--- src/rtl/cpu_common.sv ---
// cpu_common: shared types for the vgacpu core.
// Holds the ALU opcode enumeration. ALU_SL is encoded as zero, so a
// cleared decode slot is also a valid "no ALU operation" slot.
package cpu_common;

  typedef enum logic [2:0] {
    ALU_SL  = 3'd0,
    ALU_SR  = 3'd1,
    ALU_ADD = 3'd2,
    ALU_SUB = 3'd3,
    ALU_AND = 3'd4,
    ALU_OR  = 3'd5,
    ALU_XOR = 3'd6,
    ALU_MUL = 3'd7
  } alu_operation_t;

endpackage

--- src/rtl/decode_stage_if.sv ---
// decode_stage_if: fetch-side and execute-side handshakes of the decode stage.
//   flush                 : synchronous discard of everything in the stage
//   in_valid/in_ready     : fetch -> decode handshake, payload in_inst
//   out_valid/out_ready   : decode -> execute handshake
//   immediate, inst_type, rf_we, rf_write_addr, rx_re, rX_addr,
//   alu_en, alu_operation : decoded slot contents
// Modports: master = the side driving fetch data and execute ready,
//           slave  = the decode stage itself.
interface decode_stage_if #(
  parameter int IMM_W = 8
);
  localparam int INST_W = IMM_W + 8;

  logic                         flush;
  logic                         in_valid;
  logic [INST_W-1:0]            in_inst;
  logic                         in_ready;
  logic                         out_valid;
  logic                         out_ready;
  logic [IMM_W-1:0]             immediate;
  logic [1:0]                   inst_type;
  logic                         rf_we;
  logic [2:0]                   rf_write_addr;
  logic                         rx_re;
  logic [2:0]                   rX_addr;
  logic                         alu_en;
  cpu_common::alu_operation_t   alu_operation;

  modport master (
    output flush, in_valid, in_inst, out_ready,
    input  in_ready, out_valid, immediate, inst_type, rf_we, rf_write_addr,
           rx_re, rX_addr, alu_en, alu_operation
  );

  modport slave (
    input  flush, in_valid, in_inst, out_ready,
    output in_ready, out_valid, immediate, inst_type, rf_we, rf_write_addr,
           rx_re, rX_addr, alu_en, alu_operation
  );

endinterface

--- src/rtl/decode_stage.sv ---
// decode_stage: elastic instruction-decode stage of the vgacpu core.
// Raw instructions from fetch are buffered in a DEPTH-entry FIFO; the FIFO
// head is decoded and registered into a single output slot for execute.
// Ports:
//   clk  : rising-edge clock
//   rst  : asynchronous active-high reset (drops everything in flight)
//   bus  : decode_stage_if.slave (fetch handshake, execute handshake, flush,
//          decoded fields)
// in_ready is purely a function of the FIFO count, so there is no
// combinational path from out_ready to in_ready.
module decode_stage #(
  parameter int IMM_W = 8,
  parameter int DEPTH = 2
) (
  input  logic            clk,
  input  logic            rst,
  decode_stage_if.slave   bus
);
  import cpu_common::*;

  localparam int INST_W = IMM_W + 8;
  localparam int PTR_W  = $clog2(DEPTH);
  localparam int CNT_W  = PTR_W + 1;

  typedef struct packed {
    logic           rf_we;
    logic [2:0]     rf_wa;
    logic           rx_re;
    logic [2:0]     rx_a;
    logic           alu_en;
    alu_operation_t alu_op;
  } dec_t;

  // Register-access decode of the low 11 instruction bits.
  // Everything not explicitly enabled stays zero.
  function automatic dec_t decode_fn(input logic [10:0] i);
    dec_t       d;
    logic [2:0] r;
    logic [2:0] s;
    logic [2:0] x;
    d = '0;
    r = i[7:5];
    s = i[4:2];
    x = i[10:8];
    case (i[1:0])
      2'b01: begin
        case (s)
          3'b000: begin
            d.rx_re = 1'b1;
            d.rx_a  = r;
          end
          3'b001: begin
            d.rf_we = 1'b1;
            d.rf_wa = r;
          end
          default: begin
            // ALU ops write the accumulator r0 and read rX = r.
            d.alu_en = 1'b1;
            d.rf_we  = 1'b1;
            d.rx_re  = 1'b1;
            d.rx_a   = r;
            case (s)
              3'b010:  d.alu_op = ALU_ADD;
              3'b011:  d.alu_op = ALU_SUB;
              3'b100:  d.alu_op = ALU_AND;
              3'b101:  d.alu_op = ALU_OR;
              3'b110:  d.alu_op = ALU_XOR;
              default: d.alu_op = ALU_MUL;
            endcase
          end
        endcase
      end
      2'b10: begin
        d.rf_we = 1'b1;
        d.rf_wa = r;
        d.rx_re = 1'b1;
        d.rx_a  = r;
      end
      2'b11: begin
        case (i[7:2])
          6'b100000: begin
            d.rf_we = 1'b1;
            d.rf_wa = x;
            d.rx_re = 1'b1;
          end
          6'b100001: begin
            d.rf_we = 1'b1;
            d.rx_re = 1'b1;
            d.rx_a  = x;
          end
          6'b110000, 6'b110001: begin
            d.alu_en = 1'b1;
            d.alu_op = i[2] ? ALU_SR : ALU_SL;
            d.rf_we  = 1'b1;
            d.rx_re  = 1'b1;
          end
          default: d = '0;
        endcase
      end
      default: d = '0;
    endcase
    return d;
  endfunction

  logic [INST_W-1:0] r_mem [DEPTH];
  logic [PTR_W-1:0]  r_rd_ptr;
  logic [PTR_W-1:0]  r_wr_ptr;
  logic [CNT_W-1:0]  r_count;

  logic              r_out_valid_p1;
  logic [IMM_W-1:0]  r_imm_p1;
  logic [1:0]        r_type_p1;
  dec_t              r_dec_p1;

  logic              w_in_ready;
  logic              w_push;
  logic              w_pop;
  logic [INST_W-1:0] w_head_p0;
  dec_t              w_dec_p0;

  assign w_in_ready = (r_count != CNT_W'(DEPTH));
  assign w_push     = bus.in_valid && w_in_ready && !bus.flush;
  assign w_pop      = (r_count != '0) && (!r_out_valid_p1 || bus.out_ready) && !bus.flush;

  // ---- stage p0: FIFO storage and head decode ----
  always_ff @(posedge clk) begin
    if (w_push) begin
      r_mem[r_wr_ptr] <= bus.in_inst;
    end
  end

  assign w_head_p0 = r_mem[r_rd_ptr];
  assign w_dec_p0  = decode_fn(w_head_p0[10:0]);

  always_ff @(posedge clk or posedge rst) begin
    if (rst) begin
      r_rd_ptr <= '0;
      r_wr_ptr <= '0;
      r_count  <= '0;
    end else if (bus.flush) begin
      r_rd_ptr <= '0;
      r_wr_ptr <= '0;
      r_count  <= '0;
    end else begin
      if (w_push) begin
        r_wr_ptr <= r_wr_ptr + PTR_W'(1);
      end
      if (w_pop) begin
        r_rd_ptr <= r_rd_ptr + PTR_W'(1);
      end
      case ({w_push, w_pop})
        2'b10:   r_count <= r_count + CNT_W'(1);
        2'b01:   r_count <= r_count - CNT_W'(1);
        default: r_count <= r_count;
      endcase
    end
  end

  // ---- stage p1: registered output slot ----
  // Flush only invalidates the slot; the decoded fields keep their value.
  always_ff @(posedge clk or posedge rst) begin
    if (rst) begin
      r_out_valid_p1 <= 1'b0;
      r_imm_p1       <= '0;
      r_type_p1      <= '0;
      r_dec_p1       <= '0;
    end else if (bus.flush) begin
      r_out_valid_p1 <= 1'b0;
    end else if (w_pop) begin
      r_out_valid_p1 <= 1'b1;
      r_imm_p1       <= w_head_p0[INST_W-1:8];
      r_type_p1      <= w_head_p0[1:0];
      r_dec_p1       <= w_dec_p0;
    end else if (bus.out_ready) begin
      r_out_valid_p1 <= 1'b0;
    end
  end

  assign bus.in_ready      = w_in_ready;
  assign bus.out_valid     = r_out_valid_p1;
  assign bus.immediate     = r_imm_p1;
  assign bus.inst_type     = r_type_p1;
  assign bus.rf_we         = r_dec_p1.rf_we;
  assign bus.rf_write_addr = r_dec_p1.rf_wa;
  assign bus.rx_re         = r_dec_p1.rx_re;
  assign bus.rX_addr       = r_dec_p1.rx_a;
  assign bus.alu_en        = r_dec_p1.alu_en;
  assign bus.alu_operation = r_dec_p1.alu_op;

endmodule

--- src/flat_wrapper.sv ---
// flat-port wrapper written by rule: the top's interface ports become plain ports
module decode_stage_flat import cpu_common::*;
#(
  parameter int IMM_W = 8,
  parameter int DEPTH = 2
)
  (clk, rst, bus_flush, bus_in_valid, bus_in_inst, bus_out_ready, bus_in_ready, bus_out_valid, bus_immediate, bus_inst_type, bus_rf_we, bus_rf_write_addr, bus_rx_re, bus_rX_addr, bus_alu_en, bus_alu_operation);
  decode_stage_if #(.IMM_W(IMM_W)) bus_i ();
  input  logic clk;
  input  logic rst;
  input wire logic [$bits(bus_i.flush)-1:0] bus_flush;
  input wire logic [$bits(bus_i.in_valid)-1:0] bus_in_valid;
  input wire logic [$bits(bus_i.in_inst)-1:0] bus_in_inst;
  input wire logic [$bits(bus_i.out_ready)-1:0] bus_out_ready;
  output wire logic [$bits(bus_i.in_ready)-1:0] bus_in_ready;
  output wire logic [$bits(bus_i.out_valid)-1:0] bus_out_valid;
  output wire logic [$bits(bus_i.immediate)-1:0] bus_immediate;
  output wire logic [$bits(bus_i.inst_type)-1:0] bus_inst_type;
  output wire logic [$bits(bus_i.rf_we)-1:0] bus_rf_we;
  output wire logic [$bits(bus_i.rf_write_addr)-1:0] bus_rf_write_addr;
  output wire logic [$bits(bus_i.rx_re)-1:0] bus_rx_re;
  output wire logic [$bits(bus_i.rX_addr)-1:0] bus_rX_addr;
  output wire logic [$bits(bus_i.alu_en)-1:0] bus_alu_en;
  output wire logic [$bits(bus_i.alu_operation)-1:0] bus_alu_operation;
  assign bus_i.flush = bus_flush;
  assign bus_i.in_valid = bus_in_valid;
  assign bus_i.in_inst = bus_in_inst;
  assign bus_i.out_ready = bus_out_ready;
  assign bus_in_ready = bus_i.in_ready;
  assign bus_out_valid = bus_i.out_valid;
  assign bus_immediate = bus_i.immediate;
  assign bus_inst_type = bus_i.inst_type;
  assign bus_rf_we = bus_i.rf_we;
  assign bus_rf_write_addr = bus_i.rf_write_addr;
  assign bus_rx_re = bus_i.rx_re;
  assign bus_rX_addr = bus_i.rX_addr;
  assign bus_alu_en = bus_i.alu_en;
  assign bus_alu_operation = bus_i.alu_operation;
  decode_stage #(.IMM_W(IMM_W), .DEPTH(DEPTH)) u_core (.clk(clk), .rst(rst), .bus(bus_i));
endmodule
--- config.mk ---
export PLATFORM = sky130hd
export DESIGN_NAME = decode_stage_flat
export DESIGN_NICKNAME = d
export VERILOG_FILES = /design/src/rtl/cpu_common.sv /design/src/rtl/decode_stage_if.sv /design/src/rtl/decode_stage.sv /design/src/flat_wrapper.sv
export SDC_FILE = /design/constraint.sdc
export NUM_CORES = 1
export LEC_CHECK = 0
export ABC_AREA = 1
export ABC_CLOCK_PERIOD_IN_PS = 4900
export CORE_ASPECT_RATIO = 1.5
export CORE_MARGIN = 4
export CORE_UTILIZATION = 35
export CTS_CLUSTER_SIZE = 16
export DETAILED_ROUTE_END_ITERATION = 10
export SETUP_SLACK_MARGIN = 0.5
export SYNTH_ARGS = -nofsm -noshare
export SYNTH_HDL_FRONTEND = slang
export SYNTH_SLANG_ARGS = --single-unit
--- constraint.sdc ---
create_clock -name clk -period 4.9 [get_ports clk]
set_clock_uncertainty 0.1 [all_clocks]
set_input_delay 1.47 -clock clk [delete_from_list [all_inputs] [get_ports clk]]
set_output_delay 1.47 -clock clk [all_outputs]
set_load 0.03 [all_outputs]
==> metrics.txt <==
status=finished clean; Die Y=about 110 um; antenna violations before repair=0; largest net degree at the start of global routing=37; # clock sinks=59; clk slew on worst S/H paths=0.07 ns; # port buffers=44; compound-cell area share of the yosys netlist=4.98%; detailed-route via count=1810; Max Fclk=~320 MHz; WP buf/inv=2; maximum vdd drop=around 270 uV; Nets=between 300 and 400; top cell type's share of synthesized area=37.1%; Yosys top cell by area=edfxtp_1; worst reg-to-reg path cell count=8; global-route wire length before repair=approximately 8600 um; most common cell after layout, fill and taps aside=nand2_1; Reg2Reg Setup Slack=around 2.7 ns; Avg WL per Cell=between 10 and 15 um; CTS max path bufs=2; post-synthesis adder-cell area fraction=0%; H-tree levels=3; final wirelength=4980 um; I/O pin count=45; Antenna Cells=0; CORE AREA=0.00723 mm^2; slowest stage cell, crit path=clkdlybuf4s50_1; GRT Util Overall=12.5%; combinational family with the most area after synthesis=simple AND/OR/NAND/NOR gates; Cell variety after synth=24; RSZ-0062 raised after global routing=false; TritonCTS clock tree=yes; worst-skew pair later-pin latency=0.35 ns; Iter 0 DRT Violations=76; Crit Path Max Fanout=4; measured slew at the worst slew-check pin=about 1 ns; CTS buffer count=9; Fin. Hold Viols=0; post-synthesis mux area share=0%; final-report setup violation count=0; leakage power=around 1.5 nW; slew margin rel.=between 30% and 40%; WP data required=roughly 3.3 ns; fillers=around 740; Via-to-Cell Ratio=between 4 and 5; hold path depth=2; setup TNS=0 ns; antenna-violating nets left=0; Worst Setup Path Type=register to output port; setup slack after layout=1.76 ns; cts-stage hold buffer count=0; Mapped Area=around 0.0026 mm^2; fin util=45.7%; CP max stage delay=approximately 0.67 ns; DRC violations left=0; worst hold-check path type=register to register; Synth Area in XOR/XNOR=around 1.0%; Slew Limit Fails=0; Worst setup SP type=register; post_cts resized=0; final hold slack=about 0.38 ns; critical path capture point type=output port; CTS Root Cell=clkbuf_8; MaxCap Viol Count=0; Die W=between 70 and 80 um; commonest non-fill, non-tap cells in the layout=nand2_1, clkdlybuf4s50_1, edfxtp_1; Simple-Gate Fraction of Synth Area=between 20% and 30%; Post-CTS Setup Inserts=0; share of layout cells above drive strength 1=10.3%; Starting Density=35.8%; vias in the first global route=1811; area grow syn2layout=27.6%; RePlAce Congestion=0.894; dpl ws=~1.8 ns; GRT overflow=0; synthesized area per cell=about 9.8 um^2; fin crit share=around 64%; Post-Synthesis Cells=between 200 and 300; top cells by area, synth=edfxtp_1, dfrtp_1, nand2_1; Detailed Place HPWL=about 3600 um; critical path arrival=1.57 ns; CP top delay family=buffers and inverters; Synth Register Bits=between 50 and 60; syn nets=between 200 and 300; Period minus WS final=roughly 3.1 ns; synth warn=0; Rows=38; CP cell instances=inv_1, nand2_1, clkdlybuf4s50_1; Worst path depth=3; die area=between 0.008 and 0.009 mm^2; Seq/Total Area, Yosys=63.2%; PwrDens=around 590 mW/mm^2; Pre-antenna DRT Iters=4
[per-layer routing]
layer	vias up	track usage, %	share of wire, %
met3	10	2.71	3.4
met2	40	21.3	51
met5	-	0	0
met4	0	6.65	2.6
met1	818	14.6	43
li1	942	-	-
[cells in the mapped netlist]
cell type,n
a21boi_0,1
buf_12,1
buf_2,1
buf_6,3
clkbuf_1,1
clkbuf_8,1
dfrtp_1,27
edfxtp_1,32
inv_1,26
nand2_1,97
nand2_2,3
nand2_4,1
nand3_1,11
nand4_1,2
nor2_1,24
nor2_2,5
nor2_4,2
o21ai_0,10
o21ai_1,2
o21ai_2,1
o21bai_1,1
o31ai_1,6
or2_2,3
xor2_1,3
[worst register-to-register path: stages (launching register included)]
cell     delay (ns)
dfrtp_1        0.73
inv_1          0.43
o21ai_0        0.35
nand2_1        0.14
nor2_1         0.16
nand3_1        0.09
nand2_1        0.07
nand2_1        0.05
nand2_1        0.06
[final cells by class]
class / instances / area [um^2] / share of cell area (%)
Clock inverter: 6 / 72.6 / 2.20
Timing Repair Buffer: 46 / 455 / 13.8
Multi-Input combinational cell: 172 / 779 / 23.6
Tap cell: 100 / 125 / 3.79
Sequential cell: 59 / 1640 / 49.5
Clock buffer: 10 / 138 / 4.17
Inverter: 26 / 97.6 / 2.95
[where the power goes]
| group | leakage, nW | switching [W] | internal [W] |
|---|---|---|---|
| logic | 0.740 | 0.000474 | 0.000280 |
| registers | 0.639 | 0.0000810 | 0.000643 |
| clock network | 0.103 | 0.000208 | 0.000254 |
[kinds of logic (layout without fill, tap and decap cells)]
logic type,Yosys count,count (layout)
buffers and inverters,33,88
AOI/OAI and AO/OA,21,21
DFF,59,59
and+or+nand+nor,148,148
xor gates and xnor gates,3,3
[metrics by stage]
stage	instances	power [W]	area, um^2
after floorplan	264	0.00125	2590
after detailed placement	403	0.00150	3090
after global routing	419	0.00208	3300
after CTS	419	0.00197	3300
final	419	0.00194	3300
after global placement	403	0.00149	3090
[sequential cells by signal, summed over array words and instances (netlist names)]
register / count
u_core.bus.rf_we: 1
u_core.bus.rf_write_addr: 3
u_core.bus.rx_re: 1
u_core.bus.alu_en: 1
u_core.bus.out_valid: 1
u_core.r_count: 2
u_core.bus.immediate: 8
u_core.r_rd_ptr: 1
u_core.r_mem: 32
u_core.r_wr_ptr: 1
u_core.bus.rX_addr: 3
u_core.bus.inst_type: 2
u_core.bus.alu_operation: 3
[path summary, 6_finish.rpt]
path	to	from
max	bus_in_ready	u_core.r_count[0]
min	u_core.bus.alu_operation[0]	u_core.bus.alu_operation[0]
max reg2reg	u_core.bus.rf_write_addr[0]	u_core.r_rd_ptr
min reg2reg	u_core.bus.alu_operation[0]	u_core.bus.alu_operation[0]
max in group asynchronous	u_core.bus.immediate[1]	rst
min in group asynchronous	u_core.bus.immediate[7]	rst
Note: power is estimated with default switching activity, not from simulation.
